File: src/rtl/equ_pkg.sv
// Shared types and sizes for the channel-equalization RAM sequencer.
// Holds the FSM state type and the RAM geometry.
package equ_pkg;

  localparam int N_SC              = 12;
  localparam int ADDR_W            = 4;
  localparam int DOUBLE_DATA_WIDTH = 32;

  typedef enum logic [2:0] {
    IDLE,
    FILL,
    WAIT_DATA,
    READ,
    DONE
  } equ_ctrl_state_t;

endpackage

File: src/rtl/equ_ram_ctrl.sv
// Fill/read sequencer for the 12x32 equalization RAM (NB-IoT UL RX).
// Optional sticky protocol-error flag: define EQU_CTRL_ERR_EN.
module equ_ram_ctrl
  import equ_pkg::*;
(
  input  logic                         i_clk_equ_ctrl,
  input  logic                         i_rst_equ_ctrl,
  input  logic                         i_start,
  input  logic [3:0]                   i_num_sym,
  input  logic                         i_est_valid,
  input  logic [DOUBLE_DATA_WIDTH-1:0] i_est_data,
  input  logic                         i_sym_valid,
  input  logic [DOUBLE_DATA_WIDTH-1:0] i_sym_data,
  input  logic [DOUBLE_DATA_WIDTH-1:0] i_ram_rd_data,
  output logic                         o_ram_wr_en,
  output logic [ADDR_W-1:0]            o_ram_wr_add,
  output logic [DOUBLE_DATA_WIDTH-1:0] o_ram_wr_data,
  output logic [ADDR_W-1:0]            o_ram_rd_add,
  output logic                         o_pair_valid,
  output logic [DOUBLE_DATA_WIDTH-1:0] o_y,
  output logic [DOUBLE_DATA_WIDTH-1:0] o_h,
  output logic                         o_h_ready,
  output logic                         o_done,
  output logic                         o_err
);

  localparam logic [ADDR_W-1:0] LAST_SC = ADDR_W'(N_SC - 1);

  equ_ctrl_state_t state;

  logic [ADDR_W-1:0]            wr_cnt;
  logic [ADDR_W-1:0]            sc_cnt;
  logic [3:0]                   sym_cnt;
  logic [3:0]                   num_sym;
  logic                         pair_q;
  logic [DOUBLE_DATA_WIDTH-1:0] y_q;

  logic in_fill;
  logic in_rx;
  logic wr_ok;
  logic rd_ok;

  assign in_fill = (state == FILL);
  assign in_rx   = (state == WAIT_DATA) || (state == READ);
  assign wr_ok   = in_fill && i_est_valid;
  assign rd_ok   = in_rx && i_sym_valid;

  always_ff @(posedge i_clk_equ_ctrl) begin
    if (i_rst_equ_ctrl) begin
      state   <= IDLE;
      wr_cnt  <= '0;
      sc_cnt  <= '0;
      sym_cnt <= '0;
      num_sym <= '0;
      pair_q  <= 1'b0;
      y_q     <= '0;
    end else begin
      pair_q <= 1'b0;
      unique case (state)
        IDLE: begin
          if (i_start) begin
            state   <= FILL;
            wr_cnt  <= '0;
            sc_cnt  <= '0;
            sym_cnt <= '0;
            num_sym <= (i_num_sym == 4'd0) ? 4'd1 : i_num_sym;
          end
        end
        FILL: begin
          if (i_est_valid) begin
            if (wr_cnt == LAST_SC) begin
              state  <= WAIT_DATA;
              wr_cnt <= '0;
            end else begin
              wr_cnt <= wr_cnt + 1'b1;
            end
          end
        end
        WAIT_DATA, READ: begin
          if (i_sym_valid) begin
            pair_q <= 1'b1;
            y_q    <= i_sym_data;
            state  <= READ;
            if (sc_cnt == LAST_SC) begin
              sc_cnt <= '0;
              if (sym_cnt == num_sym - 4'd1) begin
                state <= DONE;
              end else begin
                sym_cnt <= sym_cnt + 4'd1;
              end
            end else begin
              sc_cnt <= sc_cnt + 1'b1;
            end
          end
        end
        DONE: state <= IDLE;
        default: state <= IDLE;
      endcase
    end
  end

`ifdef EQU_CTRL_ERR_EN
  logic err_q;
  logic viol;

  assign viol = (i_est_valid && !in_fill) ||
                (i_sym_valid && !in_rx) ||
                (i_start && (state != IDLE));

  // A violation in the same cycle as an accepted start still sets the flag.
  always_ff @(posedge i_clk_equ_ctrl) begin
    if (i_rst_equ_ctrl) begin
      err_q <= 1'b0;
    end else if (viol) begin
      err_q <= 1'b1;
    end else if (i_start && (state == IDLE)) begin
      err_q <= 1'b0;
    end
  end

  assign o_err = err_q;
`else
  assign o_err = 1'b0;
`endif

  assign o_ram_wr_en   = wr_ok;
  assign o_ram_wr_add  = wr_ok ? wr_cnt : '0;
  assign o_ram_wr_data = wr_ok ? i_est_data : '0;
  assign o_ram_rd_add  = rd_ok ? sc_cnt : '0;

  assign o_pair_valid  = pair_q;
  assign o_y           = y_q;
  assign o_h           = pair_q ? i_ram_rd_data : '0;
  assign o_h_ready     = in_rx;
  assign o_done        = (state == DONE);

endmodule

File: config.mk
export PLATFORM = sky130hd
export DESIGN_NAME = equ_ram_ctrl
export DESIGN_NICKNAME = d
export VERILOG_FILES = /design/src/rtl/equ_pkg.sv /design/src/rtl/equ_ram_ctrl.sv
export SDC_FILE = /design/constraint.sdc
export NUM_CORES = 1
export LEC_CHECK = 0
export CAP_MARGIN = 20
export CORE_MARGIN = 2
export CORE_UTILIZATION = 30
export DETAILED_ROUTE_END_ITERATION = 16
export GPL_TIMING_DRIVEN = 1
export PLACE_DENSITY = 0.77
export SLEW_MARGIN = 25
export SYNTH_ARGS = -nofsm -noshare
export SYNTH_HDL_FRONTEND = slang
export SYNTH_SLANG_ARGS = --single-unit
File: constraint.sdc
create_clock -name i_clk_equ_ctrl -period 1.8 [get_ports i_clk_equ_ctrl]
set_input_delay 0.36 -clock i_clk_equ_ctrl [delete_from_list [all_inputs] [get_ports i_clk_equ_ctrl]]
set_output_delay 0.36 -clock i_clk_equ_ctrl [all_outputs]
set_load 0.01 [all_outputs]
**Word-level counts from Yosys, hierarchy flattened**

Cells that the tools add are included.

- Flip-flop bits (word level): 52
- Bits of input ports: 105
- Output and inout bits: 109

- $add $sub $neg: 4
- Equal/unequal tests: 13
- Muxes and demuxes: 24
- Bitwise operators: 1
- Reductions and logical operators: 15

Operators with widths:

| kind | count |
|---|---|
| $mux 32 | 2 |
| $mux 4 | 11 |
| $pmux 4 s2 | 3 |
| $mux 3 | 6 |
| $add 4x1->4 const B | 3 |
| $ne 2x2->1 const B | 5 |
| $pmux 3 s3 | 1 |
| $eq 4x4->1 const B | 2 |
| $eq 3x2->1 const B | 2 |
| $reduce_and 3->1 | 2 |
| $reduce_and 5->1 | 1 |
| $eq 4x4->1 | 1 |
| $logic_not 4->1 | 1 |
| $reduce_and 2->1 | 2 |
| $reduce_and 4->1 | 1 |
| $reduce_bool 2->1 | 2 |
| $reduce_or 2->1 | 2 |
| $sub 4x1->4 const B | 1 |
| $eq 3x1->1 const B | 1 |
| $eq 3x3->1 const B | 1 |
| $logic_not 3->1 | 1 |
| $logic_and 1x1->1 | 2 |
| $ne 2x1->1 const B | 1 |
| $logic_or 1x1->1 | 1 |
| other kinds (2) | 2 |

**Logic depth before layout (Yosys ltp)**

- Depth after elaboration: 6
- Gate-level depth with buffers: 6
- Depth with buffers taken out: 6

**Least setup slack after synthesis**

Ideal clock, no wire load.

- Path kind: flip-flop to output port
- From: register state[2]
- To: output port o_ram_rd_add[0]
- Arrival: 1.404 ns
- Path slack: 0.036 ns
- Stages on the path, launching flop included: 6
- Path buffers: 3
- Path through: dfxtp_1 > clkbuf_2 > and3b_1 > clkbuf_1 > clkbuf_1 > and2_1

- Word-level cells in the longest chain between the ends: 4

Ends and longest elaborated chain:

| item | RTL line | RTL |
|---|---|---|
| from (decl) | equ_ram_ctrl.sv:29 | `equ_ctrl_state_t state;` |
| from (signal assigned) | equ_ram_ctrl.sv:50 | `state <= IDLE;` |
| from (signal assigned) | equ_ram_ctrl.sv:62 | `state <= FILL;` |
| from (signal assigned) | equ_ram_ctrl.sv:72 | `state <= WAIT_DATA;` |
| $eq 3x2->1 | equ_ram_ctrl.sv:44 | `assign in_rx = (state == WAIT_DATA) \|\| (state == READ);` |
| $logic_or 1x1->1 * | equ_ram_ctrl.sv:44 |  |
| $logic_and 1x1->1 * | equ_ram_ctrl.sv:46 | `assign rd_ok = in_rx && i_sym_valid;` |
| $mux 4 * | equ_ram_ctrl.sv:129 | `assign o_ram_rd_add = rd_ok ? sc_cnt : '0;` |
| to (decl) | equ_ram_ctrl.sv:18 | `output logic [ADDR_W-1:0] o_ram_rd_add,` |

Every way passes the cells marked *; elsewhere a longest branch is shown, timed or not.

**Final worst setup path**

- From: register state[2]
- To: output port o_ram_wr_data[18]

- Word-level cells in the longest chain between the ends: 3

Ends and longest elaborated chain:

| item | RTL line | RTL |
|---|---|---|
| $eq 3x1->1 | equ_ram_ctrl.sv:43 | `assign in_fill = (state == FILL);` |
| $logic_and 1x1->1 | equ_ram_ctrl.sv:45 | `assign wr_ok = in_fill && i_est_valid;` |
| $mux 32 | equ_ram_ctrl.sv:128 | `assign o_ram_wr_data = wr_ok ? i_est_data : '0;` |
| to (decl) | equ_ram_ctrl.sv:17 | `output logic [DOUBLE_DATA_WIDTH-1:0] o_ram_wr_data,` |

No other way between the ends.

==> metrics.txt <==
outcome finished with violations; failing checks setup timing; Site Rows 34; drc violations 0; most common cell in the synthesized netlist nand2_1; met1 wire length 4.518 mm; # IOs 214; drt total wl 11.02 mm; first-pass GRT wire length 16.48 mm; Slew headroom 66.55%; Top Metal Used met4; share of cells above drive strength 1 25.42%; Pwr Density 424.5 mW/mm^2; Arr. time, crit path 1540 ps; Synth Register Bits 52; # diodes 0; synth top area cells dfxtp_1, and2_1, nand2_1; TritonCTS sink count 52; Longest Clk Path Bufs 2; area leader, netlist dfxtp_1; Final Worst Setup Slack -95.18 ps; Ys Warns 0; RSZ-0062 raised after global routing yes; CTS H-Tree Depth 2; hpwl dp 7.914 mm; die outline width 99.46 um; DIE HEIGHT 99.46 um; clock skew 2.890 ps; sequential area share after synthesis 38.08%; FILL cells 741; Num CTS Buffers 5; Worst Setup Start Kind register; Post-synth top flop dfxtp_1; Root Buffer clkbuf_8; via count 3,295; Final min period 1895 ps; DP Area 0.005101 mm^2; pin count of the biggest net entering global routing 33; Post-synth EDFFs 0; slew at the pin closest to its max-slew limit 498.2 ps; Flop pwr share 49.3%; cell area after synthesis 0.002734 mm^2; Mapped Avg Cell Area 7.723 um^2; most frequent cells after synthesis nand2_1, and2_1, dfxtp_1, a21oi_1, clkbuf_1; worst skew pair latency 300 ps; Max Fanout on Critical Path 5; Slew Viols, Final 0; path type of the worst setup path reg2out; GP Congestion 0.8392; Sw Ratio 24.39%; combinational share of power 23.8%; CTS tree built; Max Cap Violations 0; Max Fclk 527.7 MHz; core area 0.008763 mm^2; Final TNS setup -2292 ps; P&R area growth vs syn 104.6%; routed wl met2 5.689 mm; gr usage total 20.72%; fin crit share 105.3%; antenna violations before repair 0; drt pass-1 iters 4; wire per inst 15.69 um; Cells after Synth 354; Max IR drop VDD 0.3085 mV; Buffers on Ports 212; post-synth top area share 38.08%; cell internal pwr 0.001795 W; Setup Viol. Count Final 28; total power draw 0.002374 W; Req. time, crit path 1440 ps; Nets 703; Cell variety after synth 47; number of vias per cell 4.694; vias in the first global route 3,212; Reg clk slew, reported paths 90 ps; FFs w/ async S/R, synth 0%; Detail Route Antenna Nets 0; Initial Util 31.20%; worst hold path type reg2reg; DR WL met3 632 um; Post-Layout Inst Area 0.005593 mm^2; syn_nets 463; Final Hold Fails 0; Leak Pwr 2.394 nW; CP endpoint kind output pin; GRT overflow 0; clock network fraction of total power 26.9%; P_sw 0.0005789 W; initial drt markers 129; DIE AREA 0.009892 mm^2
-- routing by layer --
| layer | GRT usage (%) | vias to the layer above |
|---|---|---|
| met2 | 35.86 | 105 |
| met5 | 0 | - |
| met1 | 25.68 | 1527 |
| met3 | 5.200 | 20 |
| li1 | - | 1643 |
| met4 | 5.479 | 0 |
-- final cells by class --
cell class | instances | area, um^2 | area share [%]
clock buffers | 5 | 68.82 | 1.230
clock inverters | 2 | 12.51 | 0.2237
inverters | 3 | 11.26 | 0.2013
multi-input cells | 275 | 1719 | 30.74
flip-flops and latches | 52 | 1047 | 18.72
well taps | 108 | 135.1 | 2.416
repair buffers | 257 | 2599 | 46.47
-- worst paths after layout --
kind	start	endpoint	slack, ps	cells past startpoint
min	o_y[22]$_SDFFE_PP0P_	o_y[22]$_SDFFE_PP0P_	460	2
max	state[2]$_SDFFE_PP0P_	o_ram_wr_data[18]	-100	6
min reg2reg	o_y[22]$_SDFFE_PP0P_	o_y[22]$_SDFFE_PP0P_	460	2
max reg2reg	state[1]$_SDFFE_PP0P_	wr_cnt[2]$_SDFFE_PP0P_	70	5
-- registers in the layout (all words and copies together) (netlist names) --
| register | flops |
|---|---|
| o_y | 32 |
| sym_cnt | 4 |
| o_pair_valid | 1 |
| wr_cnt | 4 |
| sc_cnt | 4 |
| state | 3 |
| num_sym | 4 |
-- power by group through the flow --
stage	clock, W	combinational (W)	sequential (W)
after global routing	0.000702	0.000600	0.00117
after detailed placement	0	0.000471	0.00120
after floorplan	0	0.000142	0.00119
after global placement	0	0.000464	0.00120
after CTS	0.000663	0.000503	0.00117
final	0.000640	0.000565	0.00117
-- placed cells by master (no fill, tap or decap), types with 4 or more instances in the layout --
cell type and instances:
nor2_1 6, ha_1 4, and2_4 38, buf_4 24
clkbuf_8 5, dfxtp_1 49, and2_1 37, dlygate4sd2_1 36
nand3_1 6, o21ai_0 5, buf_2 4, nand2_1 81
buf_6 52, clkdlybuf4s50_1 134, a21oi_1 41
-- repair_timing --
action | in CTS | in global routing
cloned | 5 | 1
resized for setup | 255 | 69
pin swaps | 4 | 28
setup endpoints to repair | 78 | 51
hold buffers | 0 | 0
buffers inserted | 11 | 5
hold endpoints to repair | 0 | 0
-- kinds of logic after synthesis --
group | Yosys count | share of synthesized area, %
simple gates | 201 | 39.04
other cells | 1 | 0.1372
buf+inv | 27 | 4.439
mux | 4 | 1.510
fa+ha+maj | 4 | 1.831
compound gates | 59 | 12.54
xor+xnor | 6 | 2.426
flops | 52 | 38.08
-- per-stage QoR --
| stage | hold slack, ps | std cells | util [%] | setup slack [ps] |
|---|---|---|---|---|
| 2_1_floorplan | 448.8 | 354 | - | 35.77 |
| 3_3_place_gp | 440.8 | 676 | 58.21 | -462.0 |
| 3_5_place_dp | 446.5 | 676 | 58.21 | -484.5 |
| 4_1_cts | 458.0 | 699 | 60.48 | -139.2 |
| 5_1_grt | 471.1 | 702 | 63.82 | -152.6 |
| 6_report | 455.8 | 702 | 63.82 | -95.18 |
-- worst max-delay path: stages, from the launching register on --
cell     delay, ps
dfxtp_2        350
nor2_4         150
and3_4         250
buf_6          130
buf_6          120
and2_4         140
buf_6           90
Note: power is estimated with default switching activity, not from simulation.
